$ cat config.mk
export PLATFORM = sky130hd
export DESIGN_NAME = sw_max_tracker
export DESIGN_NICKNAME = d
export VERILOG_FILES = /design/src/rtl/sw_pkg.sv /design/src/rtl/sw_score_cmp.sv /design/src/rtl/sw_max_tracker.sv
export SDC_FILE = /design/constraint.sdc
export NUM_CORES = 1
export LEC_CHECK = 0
export BUFFER_PORTS_ARGS = -buffer_cell sky130_fd_sc_hd__buf_2
export CORE_ASPECT_RATIO = 0.8
export CORE_MARGIN = 2
export CORE_UTILIZATION = 30
export DETAILED_ROUTE_END_ITERATION = 8
export PLACE_DENSITY_LB_ADDON = 0.3
export SETUP_SLACK_MARGIN = 0.3
export SLEW_MARGIN = 20
export SYNTH_ARGS = -nofsm -noshare
export SYNTH_HDL_FRONTEND = slang
export SYNTH_HIERARCHICAL = 1
export SYNTH_SLANG_ARGS = --single-unit
$ cat constraint.sdc
create_clock -name clk -period 2.4 [get_ports clk]
set_input_delay 0.48 -clock clk [delete_from_list [all_inputs] [get_ports clk]]
set_output_delay 0.48 -clock clk [all_outputs]
set_load 0.02 [all_outputs]
$ cat src/rtl/sw_pkg.sv
// sw_pkg: shared definitions for the Smith-Waterman score tracking slice.
//   - Default score and position widths used by sw_max_tracker.
//   - Tracker FSM state constants (2-bit, fixed encoding).
package sw_pkg;

  localparam int unsigned SW_DATA_WIDTH = 10;
  localparam int unsigned SW_POS_WIDTH  = 16;

  localparam logic [1:0] ST_IDLE = 2'd0;
  localparam logic [1:0] ST_RUN  = 2'd1;
  localparam logic [1:0] ST_DONE = 2'd2;

endpackage

$ cat src/rtl/sw_score_cmp.sv
// sw_score_cmp: combinational clamp and strict greater-than compare.
//   score    : incoming signed score (MSB is the sign bit)
//   best_mag : magnitude bits of the stored best (stored best is never negative)
//   clamped  : score with negative values forced to zero
//   gt       : clamped score strictly greater than the stored best
module sw_score_cmp
  import sw_pkg::*;
#(
  parameter int unsigned DATA_WIDTH = SW_DATA_WIDTH
) (
  input  logic [DATA_WIDTH-1:0] score,
  input  logic [DATA_WIDTH-2:0] best_mag,
  output logic [DATA_WIDTH-1:0] clamped,
  output logic                  gt
);

  always_comb begin
    clamped = score[DATA_WIDTH-1] ? '0 : score;
    // Both operands are non-negative here, so the sign bit carries no information.
    gt      = clamped[DATA_WIDTH-2:0] > best_mag;
  end

endmodule

$ cat src/rtl/sw_max_tracker.sv
// sw_max_tracker: tracks the best (maximum, clamped at zero) score of an
// alignment run and the input index at which it first occurred.
//   clk, rst_n          : clock, asynchronous active-low reset
//   start               : opens (or restarts) a run
//   in_valid/in_score/in_last : per-cycle block maxima from the reduction tree
//   out_valid/out_ready : result handshake
//   out_score/out_pos/out_ovf : best score, its first index, counter saturated
//   busy                : high while a run or result is outstanding
// Optional feature macro SW_MAX_TRACKER_HIT_EN adds input thresh and output
// out_hit = (out_score >= thresh), with thresh sampled on the in_last cycle.
module sw_max_tracker
  import sw_pkg::*;
#(
  parameter int unsigned DATA_WIDTH = SW_DATA_WIDTH,
  parameter int unsigned POS_WIDTH  = SW_POS_WIDTH
) (
  input  logic                  clk,
  input  logic                  rst_n,
  input  logic                  start,
  input  logic                  in_valid,
  input  logic [DATA_WIDTH-1:0] in_score,
  input  logic                  in_last,
  output logic                  out_valid,
  input  logic                  out_ready,
  output logic [DATA_WIDTH-1:0] out_score,
  output logic [POS_WIDTH-1:0]  out_pos,
  output logic                  out_ovf,
  output logic                  busy
`ifdef SW_MAX_TRACKER_HIT_EN
  ,
  input  logic [DATA_WIDTH-1:0] thresh,
  output logic                  out_hit
`endif
);

  localparam logic [POS_WIDTH-1:0] CNT_MAX = '1;

  logic [1:0]            state_q,     state_d;
  logic [DATA_WIDTH-1:0] best_q,      best_d;
  logic [POS_WIDTH-1:0]  best_pos_q,  best_pos_d;
  logic [POS_WIDTH-1:0]  cnt_q,       cnt_d;
  logic                  ovf_q,       ovf_d;
  logic [DATA_WIDTH-1:0] out_score_q, out_score_d;
  logic [POS_WIDTH-1:0]  out_pos_q,   out_pos_d;
  logic                  out_ovf_q,   out_ovf_d;
`ifdef SW_MAX_TRACKER_HIT_EN
  logic                  out_hit_q,   out_hit_d;
`endif

  logic [DATA_WIDTH-1:0] clamped;
  logic                  gt;

  sw_score_cmp #(
    .DATA_WIDTH (DATA_WIDTH)
  ) u_cmp (
    .score    (in_score),
    .best_mag (best_q[DATA_WIDTH-2:0]),
    .clamped  (clamped),
    .gt       (gt)
  );

  always_comb begin
    state_d     = state_q;
    best_d      = best_q;
    best_pos_d  = best_pos_q;
    cnt_d       = cnt_q;
    ovf_d       = ovf_q;
    out_score_d = out_score_q;
    out_pos_d   = out_pos_q;
    out_ovf_d   = out_ovf_q;
`ifdef SW_MAX_TRACKER_HIT_EN
    out_hit_d   = out_hit_q;
`endif

    case (state_q)
      ST_IDLE: begin
        if (start) begin
          state_d    = ST_RUN;
          best_d     = '0;
          best_pos_d = '0;
          cnt_d      = '0;
          ovf_d      = 1'b0;
        end
      end

      ST_RUN: begin
        if (start) begin
          // Restart wins over any score presented in the same cycle.
          best_d     = '0;
          best_pos_d = '0;
          cnt_d      = '0;
          ovf_d      = 1'b0;
        end else if (in_valid) begin
          if (gt) begin
            best_d     = clamped;
            best_pos_d = cnt_q;
          end
          if (cnt_q == CNT_MAX) begin
            ovf_d = 1'b1;
          end else begin
            cnt_d = cnt_q + 1'b1;
          end
          if (in_last) begin
            // Result registers take the post-update values so the final
            // score is included; they then hold until the next in_last.
            state_d     = ST_DONE;
            out_score_d = best_d;
            out_pos_d   = best_pos_d;
            out_ovf_d   = ovf_d;
`ifdef SW_MAX_TRACKER_HIT_EN
            out_hit_d   = $signed(best_d) >= $signed(thresh);
`endif
          end
        end
      end

      ST_DONE: begin
        if (out_ready) begin
          state_d = ST_IDLE;
        end
      end

      default: begin
        state_d = ST_IDLE;
      end
    endcase
  end

  always_ff @(posedge clk or negedge rst_n) begin
    if (!rst_n) begin
      state_q     <= ST_IDLE;
      best_q      <= '0;
      best_pos_q  <= '0;
      cnt_q       <= '0;
      ovf_q       <= 1'b0;
      out_score_q <= '0;
      out_pos_q   <= '0;
      out_ovf_q   <= 1'b0;
    end else begin
      state_q     <= state_d;
      best_q      <= best_d;
      best_pos_q  <= best_pos_d;
      cnt_q       <= cnt_d;
      ovf_q       <= ovf_d;
      out_score_q <= out_score_d;
      out_pos_q   <= out_pos_d;
      out_ovf_q   <= out_ovf_d;
    end
  end

`ifdef SW_MAX_TRACKER_HIT_EN
  always_ff @(posedge clk or negedge rst_n) begin
    if (!rst_n) begin
      out_hit_q <= 1'b0;
    end else begin
      out_hit_q <= out_hit_d;
    end
  end

  assign out_hit = out_hit_q;
`else
  // Default build: no threshold compare and no hit register.
`endif

  assign out_valid = (state_q == ST_DONE);
  assign busy      = (state_q == ST_RUN) || (state_q == ST_DONE);
  assign out_score = out_score_q;
  assign out_pos   = out_pos_q;
  assign out_ovf   = out_ovf_q;

endmodule
======== Word-level counts from Yosys, hierarchy flattened ========
Cells that the tools add are included.
storage, ports and cells
  output and inout bits ................... 29
  word-level logic and storage cells ...... 54
  register bits after elaboration ......... 72
  input port bits ......................... 16
cells by class
  reductions and logical operators ........ 7
  add/subtract/negate cells ............... 1
  muxes and demuxes ....................... 26
  bitwise logic cells ..................... 1
  equal/unequal tests ..................... 10
  order comparisons ....................... 1
operators by type and width
  kind                                                  number
  two-way mux 16 bit                                    7
  case mux 16 bit (2 select lines)                      2
  two-way mux 10 bit                                    4
  case mux 10 bit (2 select lines)                      1
  adder 16 x 1 -> 16 bit (second input constant)        1
  equality test 16 bit (second input constant)          1
  two-way mux 2 bit                                     5
  greater-than comparator 9 bit                         1
  two-way mux 9 bit                                     1
  != test 2 bit (second input constant)                 4
  AND reduction 4 bit                                   2
  != test 3 bit (second input constant)                 2
  case mux 2 bit (3 select lines)                       1
  AND reduction 5 bit                                   1
  two-way mux 1 bit                                     4
  AND reduction 3 bit                                   1
  equality test 2 x 1 -> 1 bit (second input constant)  1
  equality test 2 bit (second input constant)           1
  zero test 2 bit                                       1
  != test 2 x 1 -> 1 bit (second input constant)        1
  case mux 1 bit (2 select lines)                       1
  nonzero test 2 bit                                    1
  logical OR 1 bit                                      1
  NOT 1 bit                                             1

======== Depth between registers and ports, before layout ========
  depth after elaboration ................. 6
  gate-level depth with buffers ........... 12

======== Modules after synthesis ========
The synthesis kept the hierarchy.
by module, submodules not included
  module          cells an instance  area each (um^2)  instances  sequential area each (um^2)
  sw_max_tracker  309                3448.3            1          1801.7
  sw_score_cmp    42                 289.0             1          0.0

======== Least setup slack after synthesis ========
Ideal clock, no wire load.
  path type ............................... input to register
  from .................................... in in_score[1]
  to ...................................... reg best_pos_q[10]
  arrival ................................. 2232 ps
  library setup time ...................... 121 ps
  stages .................................. 11
  path slack .............................. 47 ps
  buffers on the path ..................... 3
  cells stage by stage .................... nor2b_1 ha_1 nor2b_1 o21a_1 o21ai_0 a21oi_1 buf_2 and3_1 buf_2 buf_2 a22o_1
between the ends
  longest elaborated chain between the ends .. 6
RTL lines
  element                           line                   source
  start, declared                   sw_max_tracker.sv:21   input logic [DATA_WIDTH-1:0] in_score,
  two-way mux 9 bit                 sw_score_cmp.sv:18     clamped = score[DATA_WIDTH-1] ? '0 : score;
  greater-than comparator 9 bit     sw_score_cmp.sv:20     gt = clamped[DATA_WIDTH-2:0] > best_mag;
  net gt                            sw_max_tracker.sv:51   logic gt;
  two-way mux 16 bit                sw_max_tracker.sv:94   if (gt) begin
  two-way mux 16 bit                sw_max_tracker.sv:93   end else if (in_valid) begin
  two-way mux 16 bit                sw_max_tracker.sv:87   if (start) begin
  case mux 16 bit (2 select lines)  sw_max_tracker.sv:75   case (state_q)
  end signal, assigned              sw_max_tracker.sv:142  best_pos_q <= best_pos_d;
  end, declared                     sw_max_tracker.sv:40   logic [POS_WIDTH-1:0] best_pos_q, best_pos_d;
The timed path passes the listed nets, and every way through them passes these cells. The select of a mux whose other input is x is not followed.
A chain may end at the register's enable or synchronous reset.

======== Worst setup path in the final report ========
  from .................................... in in_score[9]
  to ...................................... reg best_pos_q[2]
between the ends
  longest elaborated chain between the ends .. 6
RTL lines
  element                           line                  source
  two-way mux 9 bit                 sw_score_cmp.sv:18
  net clamped[8]                    sw_max_tracker.sv:50  logic [DATA_WIDTH-1:0] clamped;
  greater-than comparator 9 bit     sw_score_cmp.sv:20
  net gt                            sw_max_tracker.sv:51
  two-way mux 16 bit                sw_max_tracker.sv:94
  two-way mux 16 bit                sw_max_tracker.sv:93
  two-way mux 16 bit                sw_max_tracker.sv:87
  case mux 16 bit (2 select lines)  sw_max_tracker.sv:75
The timed path passes the listed nets, and every way through them passes these cells. The select of a mux whose other input is x is not followed.

==> metrics.md <==
| Metric | Value |
|---|---|
| Syn Nets | 381 |
| HP Class | primary input to asynchronous set/reset pin |
| CTS tree | yes |
| Drt wl/cell | 15.6 microns |
| Max frequency | between 400 and 500 MHz |
| Layout area overhead | 26.4% |
| Fin area | approximately 4700 sq um |
| Fin crit period | 2.15 ns |
| Sequential area share after synthesis | 48.2% |
| Initial core utilization | 30.7% |
| Die area | 13400 sq um |
| Final Skew | 0.00749 ns |
| Num rows | 36 |
| GPL Wtd Cong | 0.854 |
| Asr flop ratio synth | 100% |
| Via count | 2897 |
| Clock Pin Slew Worst Setup and Hold Paths | 0.06 ns |
| Setup crit end kind | register |
| Wire length of the first global-routing pass | 14700 microns |
| DR vias/cell | slightly above 5 |
| Final ANT Viol Nets | 0 |
| Worst Setup Start Kind | primary input |
| Top_reg_cell synth | dfrtp_1 |
| Yosys warnings | 6 |
| Final total power | 4.16 mW |
| I/O pins | 45 |
| CTS buffer count | 9 |
| Share of cells above drive strength 1 | between 30% and 40% |
| Crit Path Max Fanout | 17 |
| GRT Total Usage | 13.8% |
| Seq cells post-synth | a little over 70 |
| Post-synth top area share | around half |
| Clk root buf | clkbuf_16 |
| Max Slew Vio Count | 0 |
| Largest net degree at the start of global routing | 54 |
| RSZ-0062 raised after global routing | true |
| Maximum VDD drop | approximately 460 uV |
| Placed inst area | 4310 sq um |
| Setup Total Neg Slack | 0 ns |
| Hold-fix buffers, CTS | 0 |
| Sequential cell area | between 1500 and 2000 sq um |
| Bufs on Longest Clock Path | 2 |
| Nets@finish | 445 |
| Status | completed |
| Filler instances | between 1000 and 1500 |
| Cells after synthesis | 351 |
| Vias in the first global route | 2857 |
| Total grt overflow | 0 |
| Pre-CTS setup slack | -0.207 ns |
| Tightest Pin Transition | 0.558 ns |
| Pleak | 2.25 nW |
| Die width | 129 microns |
| MaxCap Viol Count | 0 |
| Synth unique cells | 54 |
| Final Hold Viols | 0 |
| Avg Synthesized Cell Area | 10.6 sq um |
| I/O Buffers | 44 |
| WP data required | 2.62 ns |
| CP arrival | 2.37 ns |
| Slew headroom | 62.8% |
| Clk_lat worst skew | around 0.33 ns |
| Initial antenna violation count | 0 |
| Iter 0 DRT Violations | 153 |
| Hpwl dp | ~6300 microns |
| Routed wire length | 8940 microns |
| P per Cell Area | 881 nW/um^2 |
| Diode count | 0 |
| Synth top area cells | dfrtp_1, mux2i_1, o21ai_0, ha_1, nand2_1 |
| Final period util | 89.6% |
| Final setup fails | 0 |
| Final WS setup | around 0.25 ns |
| Die height | approximately 100 microns |
| DRC | 0 |
| Multi-input gate area | 1870 sq um |
| Critical setup path kind | primary input to register |
| H-tree Lvls | 3 |
| Mapped Area | 3740 sq um |
| DRT Pass-1 Iters | 4 |
| Core Box Area | between 10000 and 15000 sq um |
| Post-synth EDFFs | 0 |
| CTS Sinks | 72 |
| Area leader, netlist | dfrtp_1 |
-- final cells by class --
type                            count  share of cell area (%)
Multi-Input combinational cell    241                    39.6
Sequential cell                    72                    38.1
Timing Repair Buffer               76                    11.0
Clock buffer                       13                    5.51
Tap cell                          152                    4.02
Inverter                           15                    1.19
Clock inverter                      3                   0.530
-- per-stage QoR --
step | cells | utilization (%) | hold slack, ns
3_5_place_dp | 550 | 35.5 | 0.465
3_3_place_gp | 550 | 35.5 | 0.457
5_1_grt | 572 | 38.9 | 0.164
4_1_cts | 570 | 38.2 | 0.147
6_report | 572 | 38.9 | 0.139
2_1_floorplan | 351 | - | 0.184
-- metal layers --
metal  part of all wire (%)  GRT usage [%]  vias up
li1                       -              -     1424
met1                     54           21.2     1408
met2                     42           19.5       61
met3                    3.6           3.20        4
met4                   0.63           3.34        0
met5                      0              0        -
-- cell usage after synthesis (5+ instances only) --
| library cell | instances |
|---|---|
| dfrtp_1 | 72 |
| nand2_1 | 39 |
| o21ai_0 | 38 |
| mux2i_1 | 26 |
| a22o_1 | 16 |
| ha_1 | 14 |
| inv_1 | 14 |
| nand3_1 | 10 |
| o21ai_1 | 10 |
| a32o_1 | 9 |
| buf_2 | 9 |
| nor2b_1 | 9 |
| a21oi_1 | 8 |
| clkbuf_1 | 7 |
| nand4_1 | 7 |
| a31oi_1 | 6 |
| nor2_1 | 5 |
-- repair_timing --
item	CTS	global route
resized for setup	2	21
endpoints found under the hold margin	0	0
cloned	0	1
setup buffers	4	1
pin swaps	1	6
endpoints found under the setup margin	50	65
-- cell usage in the layout, fill, tap and decap left out, drive strengths merged --
master / instances
o21a: 1
mux2i: 26
nand4b: 1
dfrtp: 72
clkinv: 1
a21o: 1
a32o: 10
nand4: 7
a21oi: 8
and3: 7
conb: 1
o211ai: 1
and4: 1
o22ai: 1
o311ai: 4
clkinvlp: 1
nor2: 7
buf: 76
nand2: 41
o31ai: 4
a22o: 17
o22a: 1
clkbuf: 13
a31oi: 6
inv: 16
nor4: 1
nor3: 3
o21ai: 49
o2111a: 1
ha: 14
nor2b: 11
o41ai: 1
a41oi: 1
a222oi: 1
nand2b: 2
nand3: 12
-- critical path, cell delays in order --
cell,delay (ns)
buf_4,0.17
nor2b_4,0.16
ha_4,0.22
buf_4,0.13
a21oi_1,0.13
o21ai_1,0.07
a31oi_1,0.14
buf_4,0.14
a21oi_4,0.08
buf_4,0.16
and3_4,0.21
a22o_2,0.27
-- power by group --
part           switching, mW  internal (mW)  leakage [nW]
sequential            0.0858           1.35         0.994
clock                  0.504          0.762         0.136
combinational          0.863          0.595          1.12
-- kinds of logic after synthesis --
logic type / after synthesis / synth area share, %
mux: 26 / 6.96
flops: 72 / 48.2
buf+inv: 38 / 5.62
other cells: 1 / 0.100
simple gates: 93 / 14.5
fa+ha+maj: 14 / 4.69
compound gates: 107 / 20.0
-- registers in the layout (all words and copies together) (netlist names) --
name,count
ovf_q,1
out_ovf,1
cnt_q,16
best_pos_q,16
state_q,2
out_pos,16
out_score,10
best_q,10
-- path summary, 6_finish.rpt --
path,from,slack [ns],to,cells after the start
setup / recovery,in_score[9],0.25,best_pos_q[2]$_DFFE_PN0P_,12
hold / removal,rst_n,0.14,best_q[1]$_DFFE_PN0P_,1
setup reg to reg,best_q[7]$_DFFE_PN0P_,0.28,out_score[2]$_DFFE_PN0P_,11
hold reg to reg,out_pos[12]$_DFFE_PN0P_,0.47,out_pos[12]$_DFFE_PN0P_,2
max in group asynchronous,rst_n,1.54,best_pos_q[10]$_DFFE_PN0P_,2
min in group clk,out_pos[12]$_DFFE_PN0P_,0.47,out_pos[12]$_DFFE_PN0P_,2
Power figures use the tool's default switching activity.
